### config.mk
export PLATFORM = sky130hd
export DESIGN_NAME = alu_issue_ctrl
export DESIGN_NICKNAME = d
export VERILOG_FILES = /design/src/rtl/alu_pkg.sv /design/src/rtl/alu_issue_ctrl_rr_arb2.sv /design/src/rtl/alu_issue_ctrl.sv
export SDC_FILE = /design/constraint.sdc
export NUM_CORES = 1
export LEC_CHECK = 0
export ABC_AREA = 0
export ABC_CLOCK_PERIOD_IN_PS = 1900
export BUFFER_PORTS_ARGS = -buffer_cell sky130_fd_sc_hd__buf_4
export CORE_ASPECT_RATIO = 2
export CORE_UTILIZATION = 30
export DETAILED_ROUTE_END_ITERATION = 7
export HOLD_SLACK_MARGIN = 0.03
export PLACE_DENSITY_LB_ADDON = 0.1
export SETUP_SLACK_MARGIN = 0.2
export SLEW_MARGIN = 20
export SYNTH_ARGS = -nofsm -noshare
export SYNTH_HDL_FRONTEND = slang
export SYNTH_SLANG_ARGS = --single-unit
### constraint.sdc
create_clock -name clk -period 1.9 [get_ports clk]
set_clock_uncertainty 0.05 [all_clocks]
set_input_delay 0.095 -clock clk [delete_from_list [all_inputs] [get_ports clk]]
set_output_delay 0.095 -clock clk [all_outputs]
set_load 0.02 [all_outputs]
### src/rtl/alu_pkg.sv
`default_nettype none
// ============================================================================
// Module      : alu_pkg
// Description : Shared definitions for the ALU issue controller: slow-op
//               select codes, the slow-op classifier and the sequencer
//               state encoding.
// Revision    : 1.0 - initial release
// ============================================================================
package alu_pkg;

    // Select codes that need extra settling time in the combinational ALU
    localparam logic [3:0] SEL_MUL  = 4'b1001;
    localparam logic [3:0] SEL_DIV1 = 4'b1011;
    localparam logic [3:0] SEL_DIV2 = 4'b1101;

    typedef enum logic [1:0] {
        IDLE = 2'd0,
        EXEC = 2'd1,
        DONE = 2'd2
    } state_t;

    function automatic logic is_muldiv(input logic [3:0] sel);
        return (sel == SEL_MUL) || (sel == SEL_DIV1) || (sel == SEL_DIV2);
    endfunction

endpackage
`default_nettype wire

### src/rtl/alu_issue_ctrl_rr_arb2.sv
`default_nettype none
// ============================================================================
// Module      : rr_arb2
// Description : Combinational two-way round-robin grant.
//               valid[1:0]  in  : request lines
//               last_grant  in  : index of the most recent winner
//               grant[1:0]  out : one-hot grant (or zero when idle)
// Revision    : 1.0 - initial release
// ============================================================================
module rr_arb2 (
    input  logic [1:0] valid,
    input  logic       last_grant,
    output logic [1:0] grant
);

    always_comb begin
        grant = 2'b00;
        if (valid == 2'b11) begin
            // Both asking: the one that did not win last time goes first
            grant = last_grant ? 2'b01 : 2'b10;
        end else begin
            grant = valid;
        end
    end

endmodule
`default_nettype wire

### src/rtl/alu_issue_ctrl.sv
`default_nettype none
// ============================================================================
// Module      : alu_issue_ctrl
// Description : Two-requester sequencer in front of a shared combinational
//               ALU. Accepts one operation at a time, registers operands into
//               the ALU, waits 1 or MD_LAT cycles, then presents the captured
//               result and flags on a valid/ready response channel.
// Ports       : clk, rst                      clock, async active-high reset
//               req{0,1}_valid/ready/sel/a/b  request handshakes + payload
//               alu_a/alu_b/alu_sel           registered operands to ALU
//               alu_dout/alu_v/alu_c          ALU result and flags
//               rsp_valid/ready/id/data       response handshake + payload
//               rsp_v/rsp_c/rsp_z             captured flags
//               busy                          high whenever not IDLE
// Revision    : 1.0 - initial release
// ============================================================================
module alu_issue_ctrl
    import alu_pkg::*;
#(
    parameter int BW     = 8,
    parameter int MD_LAT = 4
) (
    input  logic          clk,
    input  logic          rst,
    input  logic          req0_valid,
    output logic          req0_ready,
    input  logic [3:0]    req0_sel,
    input  logic [BW-1:0] req0_a,
    input  logic [BW-1:0] req0_b,
    input  logic          req1_valid,
    output logic          req1_ready,
    input  logic [3:0]    req1_sel,
    input  logic [BW-1:0] req1_a,
    input  logic [BW-1:0] req1_b,
    output logic [BW-1:0] alu_a,
    output logic [BW-1:0] alu_b,
    output logic [3:0]    alu_sel,
    input  logic [BW-1:0] alu_dout,
    input  logic          alu_v,
    input  logic          alu_c,
    output logic          rsp_valid,
    input  logic          rsp_ready,
    output logic          rsp_id,
    output logic [BW-1:0] rsp_data,
    output logic          rsp_v,
    output logic          rsp_c,
    output logic          rsp_z,
    output logic          busy
);

    // A latency below one cycle is meaningless; clamp it
    localparam int c_lat_eff = (MD_LAT < 1) ? 1 : MD_LAT;
    localparam int c_cw      = $clog2(c_lat_eff + 1);
    localparam logic [c_cw-1:0] c_lat_md  = c_cw'(c_lat_eff);
    localparam logic [c_cw-1:0] c_lat_one = c_cw'(1);

    state_t          r_state;
    logic [c_cw-1:0] r_cnt;
    logic            r_last;
    logic [BW-1:0]   r_alu_a;
    logic [BW-1:0]   r_alu_b;
    logic [3:0]      r_alu_sel;
    logic            r_rsp_valid;
    logic            r_rsp_id;
    logic [BW-1:0]   r_rsp_data;
    logic            r_rsp_v;
    logic            r_rsp_c;
    logic            r_rsp_z;

    logic [1:0]      w_grant;
    logic [1:0]      w_take;
    logic [3:0]      w_sel;
    logic [BW-1:0]   w_a;
    logic [BW-1:0]   w_b;

    rr_arb2 u_arb (
        .valid      ({req1_valid, req0_valid}),
        .last_grant (r_last),
        .grant      (w_grant)
    );

    // Grants only take effect while idle
    assign w_take     = (r_state == IDLE) ? w_grant : 2'b00;
    assign req0_ready = w_take[0];
    assign req1_ready = w_take[1];

    assign w_sel = w_take[1] ? req1_sel : req0_sel;
    assign w_a   = w_take[1] ? req1_a   : req0_a;
    assign w_b   = w_take[1] ? req1_b   : req0_b;

    always_ff @(posedge clk or posedge rst) begin
        if (rst) begin
            r_state     <= IDLE;
            r_cnt       <= '0;
            r_last      <= 1'b1;
            r_alu_a     <= '0;
            r_alu_b     <= '0;
            r_alu_sel   <= '0;
            r_rsp_valid <= 1'b0;
            r_rsp_id    <= 1'b0;
            r_rsp_data  <= '0;
            r_rsp_v     <= 1'b0;
            r_rsp_c     <= 1'b0;
            r_rsp_z     <= 1'b0;
        end else begin
            case (r_state)
                IDLE: begin
                    if (|w_take) begin
                        r_alu_sel <= w_sel;
                        r_alu_a   <= w_a;
                        r_alu_b   <= w_b;
                        r_rsp_id  <= w_take[1];
                        r_last    <= w_take[1];
                        r_cnt     <= is_muldiv(w_sel) ? c_lat_md : c_lat_one;
                        r_state   <= EXEC;
                    end
                end
                EXEC: begin
                    r_cnt <= r_cnt - c_lat_one;
                    if (r_cnt == c_lat_one) begin
                        r_rsp_data  <= alu_dout;
                        r_rsp_z     <= (alu_dout == '0);
                        // Logic/mul/div codes produce no meaningful V/C
                        r_rsp_v     <= r_alu_sel[3] ? 1'b0 : alu_v;
                        r_rsp_c     <= r_alu_sel[3] ? 1'b0 : alu_c;
                        r_rsp_valid <= 1'b1;
                        r_state     <= DONE;
                    end
                end
                DONE: begin
                    if (rsp_ready) begin
                        r_rsp_valid <= 1'b0;
                        r_state     <= IDLE;
                    end
                end
                default: r_state <= IDLE;
            endcase
        end
    end

    assign alu_a     = r_alu_a;
    assign alu_b     = r_alu_b;
    assign alu_sel   = r_alu_sel;
    assign rsp_valid = r_rsp_valid;
    assign rsp_id    = r_rsp_id;
    assign rsp_data  = r_rsp_data;
    assign rsp_v     = r_rsp_v;
    assign rsp_c     = r_rsp_c;
    assign rsp_z     = r_rsp_z;
    assign busy      = (r_state != IDLE);

endmodule
`default_nettype wire

==> Yosys cells after proc, flatten, opt, wreduce, memory -nomap -nowiden <==
Cells that the tools add are included.
{ "op_classes": {"mux": 18, "n_eq_ne": 10, "addsub": 1, "n_reduce_logical": 13} }
{ "ops": {"columns": ["op", "count"], "rows": [
  ["two-way mux 8 bit", 2],
  ["equality test 4 bit, second input constant", 3],
  ["two-way mux 2 bit", 6],
  ["logical NOT 8 bit", 1],
  ["two-way mux 3 bit", 2],
  ["case mux 2 bit (3 select lines)", 1],
  ["case mux 3 bit (2 select lines)", 1],
  ["AND reduction 2 bit", 3],
  ["AND reduction 3 bit", 2],
  ["nonzero test 2 bit", 3],
  ["equality test 2 bit, second input constant", 2],
  ["two-way mux 1 bit", 4],
  ["two-way mux 4 bit", 1],
  ["inequality test 2 bit, second input constant", 2],
  ["equality test 3 x 1 -> 1 bit, second input constant", 1],
  ["subtractor 3 x 1 -> 3 bit, second input constant", 1],
  ["equality test 2 x 1 -> 1 bit, second input constant", 1],
  ["logical NOT 2 bit", 1],
  ["logical OR 1 bit", 2],
  ["inequality test 2 x 1 -> 1 bit, second input constant", 1],
  ["case mux 1 bit (2 select lines)", 1],
  ["OR reduction 2 bit", 1]
]} }
{ "word_totals": {"in_bits": 55, "word_cells": 54, "register_bits": 39, "output_inout_bits": 36} }

==> Depth between registers and ports, before layout <==
Gate-level depths: netlist of the first run.
{ "depth": {"depth_word": 10, "mapped_depth": 7, "depth_no_buf": 6} }

==> By module <==
Synthesis of the first run repeated with hierarchy kept, for this count alone.
{ "unflattened": {"cells_unflattened": 187, "area_unflattened_um2": 1894.3} }
{ "by_module_without_submodules": {"columns": ["module", "instances", "cells_each", "area_each_um2", "seq_area_each_um2"], "rows": [
  ["alu_issue_ctrl", 1, 184, 1875.5, 977.2],
  ["rr_arb2", 1, 3, 18.8, 0.0]
]} }

==> Worst setup path after synthesis of the first run <==
OpenSTA, ideal clock, no wires.
{ "synth_path": {"kind": "register to register", "startpoint": "reg r_cnt[1]", "endpoint": "reg r_rsp_data[1] (netlist: rsp_data[1])", "slack_ps": 261, "arrival_ps": 1464, "path_buffers": 1, "synth_period_minus_slack_ps": 1639, "path_stages_with_launch": 7, "required_time_ps": 1725, "setup_time_ps": 125, "path_cell_list": "dfrtp_1 inv_1 ha_1 or2b_2 nor2_4 buf_6 mux2_4"} }
{ "synth_via": {"elab_chain_cells": 2} }
{ "synth_lines": {"columns": ["element", "line_no", "rtl"], "rows": [
  ["start, declared", "alu_issue_ctrl.sv:58", "logic [c_cw-1:0] r_cnt;"],
  ["start signal, assigned", "alu_issue_ctrl.sv:114", "r_cnt <= is_muldiv(w_sel) ? c_lat_md : c_lat_one;"],
  ["start signal, assigned", "alu_issue_ctrl.sv:119", "r_cnt <= r_cnt - c_lat_one;"],
  ["equality test 3 x 1 -> 1 bit", "alu_issue_ctrl.sv:120", "if (r_cnt == c_lat_one) begin"],
  ["AND reduction 2 bit (no source line)", null, null],
  ["end signal, assigned", "alu_issue_ctrl.sv:121", "r_rsp_data <= alu_dout;"],
  ["end, declared", "alu_issue_ctrl.sv:65", "logic [BW-1:0] r_rsp_data;"]
]} }
Every way passes these cells.
A chain may end at the register's enable or synchronous reset.

==> Worst setup path in the final report of the first run <==
{ "layout_path": {"startpoint": "reg r_cnt[1]", "endpoint": "reg r_rsp_data[6] (netlist: rsp_data[6])"} }
Same word-level chain as after synthesis.

==> metrics.csv, run 1 <==
metric,value,unit
violations in the final reports,DRC,
RSZ-0062 raised after global routing,no,
"Reg clk slew, reported paths",0.06,ns
library cells used by synthesis,30,
P_leak,1.55,nW
average wire per standard cell,13.3,um
gr ovfl total,0,
largest net degree at the start of global routing,47,
Slew headroom,31.9,%
row cnt,40,
Yosys warning count,0,
Post-Place Cells,318,
Worst EP arrival,1.71,ns
first-pass GRT wire length,7.58,mm
# IOs,91,
vias post-DR,1606,
endpoints failing hold,0,
Worst Setup End Kind,register,
most frequent cells in the layout,"94 x buf_4, 37 x dfrtp_1, 28 x nand2_1",
final core occ,49.7,%
average vias per placed instance,4.67,
Mean Syn Cell Area,11.0,sq um
setup violators final,0,
CTS Buf Count,5,
"Clk Latency, worst-skew pair",0.28,ns
Seq cells post-synth,39,
post-DP HPWL,3.36,mm
vias in the first global route,1659,
MaxCap Viol Count,0,
Final WS setup,0.301,ns
"Seq/Total Area, Yosys",52.9,%
status,finished with violations,
placeable core region,5960,sq um
setup tns final,0,ns
Setup crit start kind,register,
die height,113,um
critical path peak fanout,10,
"Cell Count, Final, Fillers Out",344,
Fmax,625,MHz
Final nets,337,
share of cells above drive strength 1,43.4,%
CTS tree,yes,
total wire length,4.59,mm
die area,6500,sq um
Pre-antenna DRT Iters,8,
clk sink count,39,
H-tree Lvls,2,
Worst Max-Slew Pin Slew,1.02,ns
"Slowest-stage cell, CP",dfrtp_1,
CP Class,register to register,
Syn Nets,225,
Final Max Tran Viols,0,
Critical Path RT,2.02,ns
"critical path, cell by cell",inv_1 > ha_1 > or2b_4 > nor2_4 > buf_12 > mux2_2,
diode count,0,
initial antenna violation count,0,
gpl congestion,0.721,
Netlist Area Pre-Place,1850,sq um
"commonest non-fill, non-tap cell in the layout",buf_4,
starting DRC count in detailed routing,52,
Synth Instances,168,
Initial Utilization,31.0,%
I/O Buffers,90,
power per standard cell area,1610,nW/um^2
VDD IR-drop max,0.730,mV
DRC errors left,8,
Tmin final,1.60,ns
gr usage total,15.6,%
Max Buffers Root-to-Sink,2,
Worst path max stage delay,0.37,ns
HP Class,primary input to register,
Area Growth Syn to Fin,60.2,%
Tot Pwr,4.77,mW
number of routed nets with antenna violations,0,
Root Buffer,clkbuf_16,
pre-CTS WS,0.156,ns
final period utilization,84.2,%
DIE WIDTH,57.5,um
layout make-up:
cell class                 count  area [sq um]
multi-input combinational    112           786
inverter                      10          37.5
tap                           63          78.8
clock buffer                   6           139
fill                         552          3000
clock inverter                 2          35.0
sequential                    39           978
timing repair buffer         112           906
flip-flops by register name, indices dropped and copies added, names as in the netlist:
register,flops
rsp_v,1
rsp_data,8
rsp_z,1
alu_a,8
rsp_id,1
alu_b,8
r_last,1
rsp_valid,1
alu_sel,4
r_state,2
rsp_c,1
r_cnt,3
where the power goes:
group	switching [mW]	total [mW]	internal (mW)	leakage (nW)
clock network	0.325	0.977	0.652	0.0868
logic	1.21	2.31	1.10	0.988
registers	0.238	1.48	1.25	0.472
total	1.78	4.77	3.00	1.55
per-stage QoR:
step                cell area, sq um  hold slack (ns)
global placement                2590            0.212
floorplan                       1850            0.134
CTS                             2960           0.0301
finish                          2960           0.0318
detailed placement              2590            0.222
global route                    2960           0.0342
what timing repair did:
| item | CTS | global route |
|---|---|---|
| endpoints found under the hold margin | 52 | 0 |
| endpoints found under the setup margin | 8 | 9 |
| pin swaps | 1 | 0 |
| setup buffers | 2 | 0 |
| gates resized for setup | 0 | 2 |
| hold buffers | 16 | 0 |
path summary, 6_finish.rpt:
| kind | from | to | slack (ns) | depth (start not counted) |
|---|---|---|---|---|
| setup / recovery | r_cnt[1] | rsp_data[6] | 0.30 | 6 |
| hold / removal | req0_a[3] | alu_a[3] | 0.03 | 3 |
| setup reg to reg | r_cnt[1] | rsp_data[6] | 0.30 | 6 |
| hold reg to reg | r_last | r_last | 0.42 | 2 |
| max in group asynchronous | rst | r_state[1] | 0.96 | 4 |
| min in group asynchronous | rst | rsp_c | 0.44 | 4 |
worst max-delay path, delay by kind of cell (launching register included):
kind / cells / cell delay (ns)
and+or+nand+nor: 2 / 0.40
DFF: 1 / 0.37
muxes: 1 / 0.33
buffers and inverters: 2 / 0.21
adders and majority gates: 1 / 0.13
synth_stat cells (all sizes together):
cell type | number | area share [%]
mux2i | 21 | 11
nor3 | 1 | 0.27
dfstp | 1 | 1.4
clkbuf | 1 | 0.27
mux2 | 8 | 5.5
a21o | 1 | 0.47
nand3b | 4 | 1.6
o21ai | 28 | 7.8
a21oi | 4 | 1.1
ha | 2 | 1.4
nor2 | 4 | 1.6
o22ai | 1 | 0.34
inv | 10 | 2.0
nor4 | 2 | 0.68
o221a | 1 | 0.61
nand2 | 28 | 5.7
or2b | 2 | 0.88
o2bb2ai | 1 | 0.47
nand2b | 1 | 0.74
buf | 6 | 2.8
dfrtp | 38 | 51
nand3 | 3 | 1.5
per-layer routing:
metal	vias to the layer above	track usage (%)	routed length (um)	part of all wire, %
met2	74	29.4	2590	56
met1	728	14.7	1570	34
met5	-	0	0	0
li1	798	-	-	-
met3	6	4.23	313	6.8
met4	0	8.29	108	2.4
cells by family (layout without fill, tap and decap cells):
family | count (synthesis) | count (layout) | synth area share, %
fa+ha+maj | 2 | 2 | 1.35
flops | 39 | 39 | 52.9
mux | 29 | 29 | 16.9
compound gates | 36 | 36 | 10.8
buf+inv | 17 | 130 | 5.14
simple gates | 45 | 45 | 13.0
No activity file was read; power rests on OpenSTA's default activity.
==> inputs of run 2 (changes only) <==
--- a/config.mk
+++ b/config.mk
@@ -6,7 +6,7 @@
 export NUM_CORES = 1
 export LEC_CHECK = 0
 export ABC_AREA = 0
-export ABC_CLOCK_PERIOD_IN_PS = 1900
+export ABC_CLOCK_PERIOD_IN_PS = 1400
 export BUFFER_PORTS_ARGS = -buffer_cell sky130_fd_sc_hd__buf_4
 export CORE_ASPECT_RATIO = 2
 export CORE_UTILIZATION = 30
==> constraint.sdc (replaced) <==
create_clock -name clk -period 1.4 [get_ports clk]
set_clock_uncertainty 0.05 [all_clocks]
set_input_delay 0.07 -clock clk [delete_from_list [all_inputs] [get_ports clk]]
set_output_delay 0.07 -clock clk [all_outputs]
set_load 0.02 [all_outputs]
==> run 2 against run 1 <==
Against the previous run:
- routed wire length increased by 30%
- first-iteration DRC count increased by 37%
- critical path type unchanged
- the flow finishes with violations (DRC, setup timing)
- clock power grew 36%
- largest power group unchanged
- clock-buffer cell count unchanged
- cell count up 18%
- fmax down 1.8%
==> metrics.csv, run 2 (synthesized netlist as in run 1, its figures left out) <==
metric,value,unit,change
status,finished with violations,,
violations in the final reports,"DRC, setup timing",,
WHS Path Cells,3,,unchanged
Initial Utilization,31.0,%,unchanged
most frequent cells in the layout,"104 x buf_4, 45 x dlygate4sd3_1, 36 x dfrtp_1",,
Critical Path RT,1.52,ns,-0.50 ns
Area Growth Syn to Fin,104,%,
"Reg clk slew, reported paths",0.06,ns,about the same
Tmin final,1.63,ns,+0.0297 ns
VDD IR-drop max,0.904,mV,+24%
"Clk Latency, worst-skew pair",0.28,ns,about the same
Worst Max-Slew Pin Slew,0.348,ns,-0.670 ns
"commonest non-fill, non-tap cell in the layout",buf_4,,
gpl congestion,0.788,,+9.4%
DIE WIDTH,57.5,um,unchanged
# IOs,91,,unchanged
Max Buffers Root-to-Sink,2,,unchanged
placeable core region,5960,sq um,unchanged
post-DP HPWL,3.55,mm,+5.6%
I/O Buffers,90,,unchanged
die height,113,um,unchanged
gr ovfl total,0,,unchanged
pre-CTS WS,-0.206,ns,-0.362 ns
H-tree Lvls,2,,unchanged
Hold WS,0.0219,ns,-0.00993 ns
Post-Place Cells,329,,+3.5%
register area,980,sq um,+0.13%
average vias per placed instance,4.72,,+1.1%
initial antenna violation count,0,,unchanged
HP Class,primary input to register,,
largest net degree at the start of global routing,34,,-28%
Reg2Reg Depth,6,,unchanged
Root Buffer,clkbuf_16,,
Fmax,614,MHz,-1.8%
starting DRC count in detailed routing,71,,+37%
diode count,0,,unchanged
Worst EP arrival,1.74,ns,+0.03 ns
Slew headroom,76.8,%,+45 points
CP Class,register to register,,
hold_sp,req1_sel[3],,
Pre-antenna DRT Iters,8,,unchanged
RSZ-0062 raised after global routing,yes,,
average wire per standard cell,14.8,um,+11%
post-layout instance area,3770,sq um,+27%
P_leak,1.88,nW,+22%
setup tns final,-2.53,ns,-2.53 ns
row cnt,40,,unchanged
Final Max Tran Viols,0,,unchanged
worst setup path startpoint,r_cnt[1],,
final core occ,63.3,%,+14 points
clk sink count,39,,unchanged
"critical path, cell by cell",inv_2 > ha_4 > or2b_4 > nor2_4 > clkbuf_16 > mux2_4,,
first-pass GRT wire length,8.95,mm,+18%
Worst Setup End Kind,register,,
"Cell Count, Final, Fillers Out",405,,+18%
number of routed nets with antenna violations,0,,unchanged
Final nets,398,,+18%
DRC errors left,8,,unchanged
Worst path max stage delay,0.40,ns,+0.03 ns
R2R Path Start,r_cnt[1],,
vias post-DR,1911,,+19%
endpoints failing hold,0,,unchanged
vias in the first global route,1964,,+18%
gr usage total,18.4,%,+2.8 points
die area,6500,sq um,unchanged
CTS tree,yes,,
MaxCap Viol Count,0,,unchanged
power per standard cell area,2080,nW/um^2,+29%
final period utilization,116,%,+32 points
Final WS setup,-0.229,ns,-0.530 ns
Multi-input gate area,907,sq um,+15%
total wire length,5.98,mm,+30%
area post-placement,2720,sq um,+4.9%
critical path peak fanout,5,,-5
Fillers,476,,-14%
Tot Pwr,7.86,mW,+65%
Setup crit start kind,register,,
CTS Buf Count,5,,unchanged
setup violators final,25,,+25
"Slowest-stage cell, CP",dfrtp_1,,
share of cells above drive strength 1,50.9,%,+7.5 points
-- run 2: area by class of cell --
type | instances | area share (%)
Inverter | 10 | 1.06
Timing Repair Buffer | 172 | 42.2
Clock buffer | 6 | 3.68
Clock inverter | 2 | 0.929
Multi-Input combinational cell | 113 | 24.1
Tap cell | 63 | 2.09
Sequential cell | 39 | 26.0
-- run 2: metal layers --
metal / vias to the layer above / GRT usage, % / wire [um]
met1: 895 / 17.2 / 2030
met5: - / 0 / 0
met2: 82 / 35.4 / 3490
li1: 925 / - / -
met4: 0 / 9.11 / 140
met3: 9 / 4.34 / 319
-- run 2: worst max-delay path, delay by kind of cell, from the launching register on --
family / cells / cell delay [ns]
flip-flops: 1 / 0.40
buffers and inverters: 2 / 0.25
multiplexers: 1 / 0.29
AND/OR/NAND/NOR: 2 / 0.41
adder cells (fa/ha/maj): 1 / 0.11
-- run 2: where the power goes --
| part | internal [mW] | switching [mW] |
|---|---|---|
| Combinational | 2.43 | 2.07 |
| Clock | 0.885 | 0.441 |
| Sequential | 1.69 | 0.334 |
-- run 2: final timing paths --
kind                                to  slack, ns
setup / recovery           rsp_data[3]      -0.23
hold / removal              alu_sel[3]       0.02
setup reg to reg           rsp_data[3]      -0.23
hold reg to reg               alu_b[0]       0.43
max in group asynchronous       r_last       0.52
min in group asynchronous   alu_sel[0]       0.24
-- run 2: repair_timing --
| action | CTS | global route |
|---|---|---|
| gates cloned | 2 | 2 |
| hold buffers | 45 | 0 |
| endpoints found under the setup margin | 42 | 42 |
| hold endpoints to repair | 67 | 0 |
| pin swaps | 6 | 10 |
| buffers inserted | 9 | 10 |
| gates resized for setup | 30 | 25 |
==> inputs of run 3 (changes only) <==
--- a/config.mk
+++ b/config.mk
@@ -6,7 +6,7 @@
 export NUM_CORES = 1
 export LEC_CHECK = 0
 export ABC_AREA = 0
-export ABC_CLOCK_PERIOD_IN_PS = 1400
+export ABC_CLOCK_PERIOD_IN_PS = 1500
 export BUFFER_PORTS_ARGS = -buffer_cell sky130_fd_sc_hd__buf_4
 export CORE_ASPECT_RATIO = 2
 export CORE_UTILIZATION = 30
@@ -14,7 +14,7 @@
 export HOLD_SLACK_MARGIN = 0.03
 export PLACE_DENSITY_LB_ADDON = 0.1
 export SETUP_SLACK_MARGIN = 0.2
-export SLEW_MARGIN = 20
+export SLEW_MARGIN = 10
 export SYNTH_ARGS = -nofsm -noshare
 export SYNTH_HDL_FRONTEND = slang
 export SYNTH_SLANG_ARGS = --single-unit
==> constraint.sdc (replaced) <==
create_clock -name clk -period 1.5 [get_ports clk]
set_clock_uncertainty 0.05 [all_clocks]
set_input_delay 0.075 -clock clk [delete_from_list [all_inputs] [get_ports clk]]
set_output_delay 0.075 -clock clk [all_outputs]
set_load 0.02 [all_outputs]
==> run 3 against run 2 <==
Against the previous run:
- fmax up 2.1%
- clock-buffer cell count up 1
- critical path type unchanged
- cell count down 2.2%
- non-clock buffer count down 9
- worst hold slack worse by 0.0079 ns
- the flow still finishes with violations (DRC, setup timing)
- first-iteration DRC count down 54%
- core utilization down 0.21 points
- register-to-register slack better by 0.13 ns
- via count down 2.3%
- clock power down 23%
- critical path depth unchanged
==> metrics.csv, run 3 (synthesized netlist as in run 1, its figures left out) <==
metric,value,unit,change
status,finished with violations,,
violations in the final reports,"DRC, setup timing",,
vias in the first global route,1903,,-3.1%
row cnt,40,,unchanged
diode count,0,,unchanged
Worst Setup End Kind,register,,
Tmin final,1.60,ns,-0.0331 ns
Worst EP arrival,1.71,ns,-0.03 ns
most frequent cells in the layout,"96 x buf_4, 37 x dfrtp_1, 37 x dlygate4sd3_1",,
clk sink count,39,,unchanged
CTS tree,yes,,
first-pass GRT wire length,9.13,mm,+2.0%
total wire length,6.15,mm,+2.8%
DIE WIDTH,57.5,um,unchanged
Post-Place Cells,329,,unchanged
H-tree Lvls,2,,unchanged
Worst Max-Slew Pin Slew,0.382,ns,+0.0337 ns
I/O Buffers,90,,unchanged
hold_sp,req0_a[2],,
setup violators final,11,,-56%
"commonest non-fill, non-tap cell in the layout",buf_4,,
P_leak,1.87,nW,-0.42%
post-DP HPWL,3.55,mm,about the same
critical path peak fanout,5,,unchanged
endpoints failing hold,0,,unchanged
Area Growth Syn to Fin,103,%,
WHS Path Cells,3,,unchanged
vias post-DR,1868,,-2.3%
"Cell Count, Final, Fillers Out",396,,-2.2%
starting DRC count in detailed routing,33,,-54%
placeable core region,5960,sq um,unchanged
Tot Pwr,7.43,mW,-5.4%
register area,978,sq um,-0.13%
Critical Path RT,1.62,ns,+0.10 ns
pre-CTS WS,-0.0997,ns,+0.107 ns
Max Buffers Root-to-Sink,2,,unchanged
gpl congestion,0.717,,-9.1%
average wire per standard cell,15.5,um,+5.1%
Pre-antenna DRT Iters,6,,-2
die height,113,um,unchanged
gr usage total,18.7,%,+0.22 points
Final WS setup,-0.0956,ns,+0.133 ns
power per standard cell area,1980,nW/um^2,-5.1%
RSZ-0062 raised after global routing,yes,,
Hold WS,0.0140,ns,-0.00792 ns
final period utilization,106,%,-10 points
average vias per placed instance,4.72,,about the same
worst reg2reg setup slack,-0.1,ns,+0.13 ns
"Clk Latency, worst-skew pair",0.28,ns,about the same
die area,6500,sq um,unchanged
Multi-input gate area,973,sq um,+7.3%
number of routed nets with antenna violations,0,,unchanged
gr ovfl total,0,,unchanged
CTS Buf Count,5,,unchanged
DRC errors left,4,,-4
Initial Utilization,31.0,%,unchanged
hold path endpoint,alu_a[2],,
MaxCap Viol Count,0,,unchanged
share of cells above drive strength 1,56.5,%,+5.6 points
final core occ,63.1,%,-0.21 points
initial antenna violation count,0,,unchanged
Root Buffer,clkbuf_16,,
Final nets,389,,-2.3%
Fillers,500,,+5.0%
Slew headroom,74.3,%,-2.5 points
r2r endpoint,rsp_data[2],,
R2R Path Start,r_cnt[1],,
VDD IR-drop max,1.07,mV,+18%
Setup crit start kind,register,,
Final Max Tran Viols,0,,unchanged
Fmax,627,MHz,+2.1%
largest net degree at the start of global routing,40,,+18%
CP Class,register to register,,
Reg2Reg Depth,6,,unchanged
# IOs,91,,unchanged
HP Class,primary input to register,,
"Reg clk slew, reported paths",0.06,ns,about the same
-- run 3: changes by cell type in the layout (fill, tap and decap cells not counted), sizes merged --
| cell | delta |
|---|---|
| clkbuf | +2 |
| clkinv | +2 |
| inv | -2 |
| buf | -2 |
| bufinv | -1 |
| dlygate4sd3 | -8 |
-- run 3: worst max path at each step --
stage                             end      from
after floorplan           rsp_data[1]  r_cnt[1]
after global placement    rsp_data[0]  r_cnt[1]
after detailed placement  rsp_data[4]  r_cnt[1]
after CTS                 rsp_data[5]  r_cnt[1]
after global routing      rsp_data[3]  r_cnt[1]
final                     rsp_data[2]  r_cnt[1]
-- run 3: what timing repair did --
| item | 4_1_cts | 5_1_grt |
|---|---|---|
| hold endpoints to repair | 65 | 0 |
| gates resized for setup | 50 | 39 |
| buffers inserted | 10 | 6 |
| pin swaps | 20 | 11 |
| setup endpoints to repair | 37 | 42 |
| hold buffers | 37 | 0 |
| cloned | 2 | 4 |
-- run 3: area by class of cell --
cell class,count,area share [%]
timing repair buffer,163,41.0
sequential,39,26.0
multi-input combinational,113,25.9
clock buffer,7,3.53
tap,63,2.10
inverter,10,1.27
clock inverter,1,0.133
-- run 3: report_power, final --
group | switching [mW] | total (mW) | internal (mW)
Combinational | 2.05 | 4.46 | 2.42
Sequential | 0.363 | 1.94 | 1.58
Clock | 0.410 | 1.02 | 0.615
Total | 2.82 | 7.43 | 4.61
-- run 3: metrics by stage --
stage	cell area [sq um]	setup TNS (ns)
after floorplan	1850	-0.308
after global placement	2710	-0.427
after detailed placement	2710	-0.632
after CTS	3500	-0.664
after global routing	3760	-2.02
final	3760	-0.665
-- run 3: critical path: stages (launching register included) --
cell       delay (ns)
dfrtp_1          0.38
inv_2            0.06
ha_1             0.12
or2b_4           0.27
nor2_4           0.14
clkbuf_16        0.17
mux2_4           0.29
-- run 3: layer usage --
layer	wire length, um	part of all wire (%)	global-route usage, %	vias to the layer above
met5	0	0	0	-
met4	145	2.4	6.83	0
met3	262	4.3	4.23	9
met2	3650	59	35.7	67
met1	2090	34	18.7	883
li1	-	-	-	909
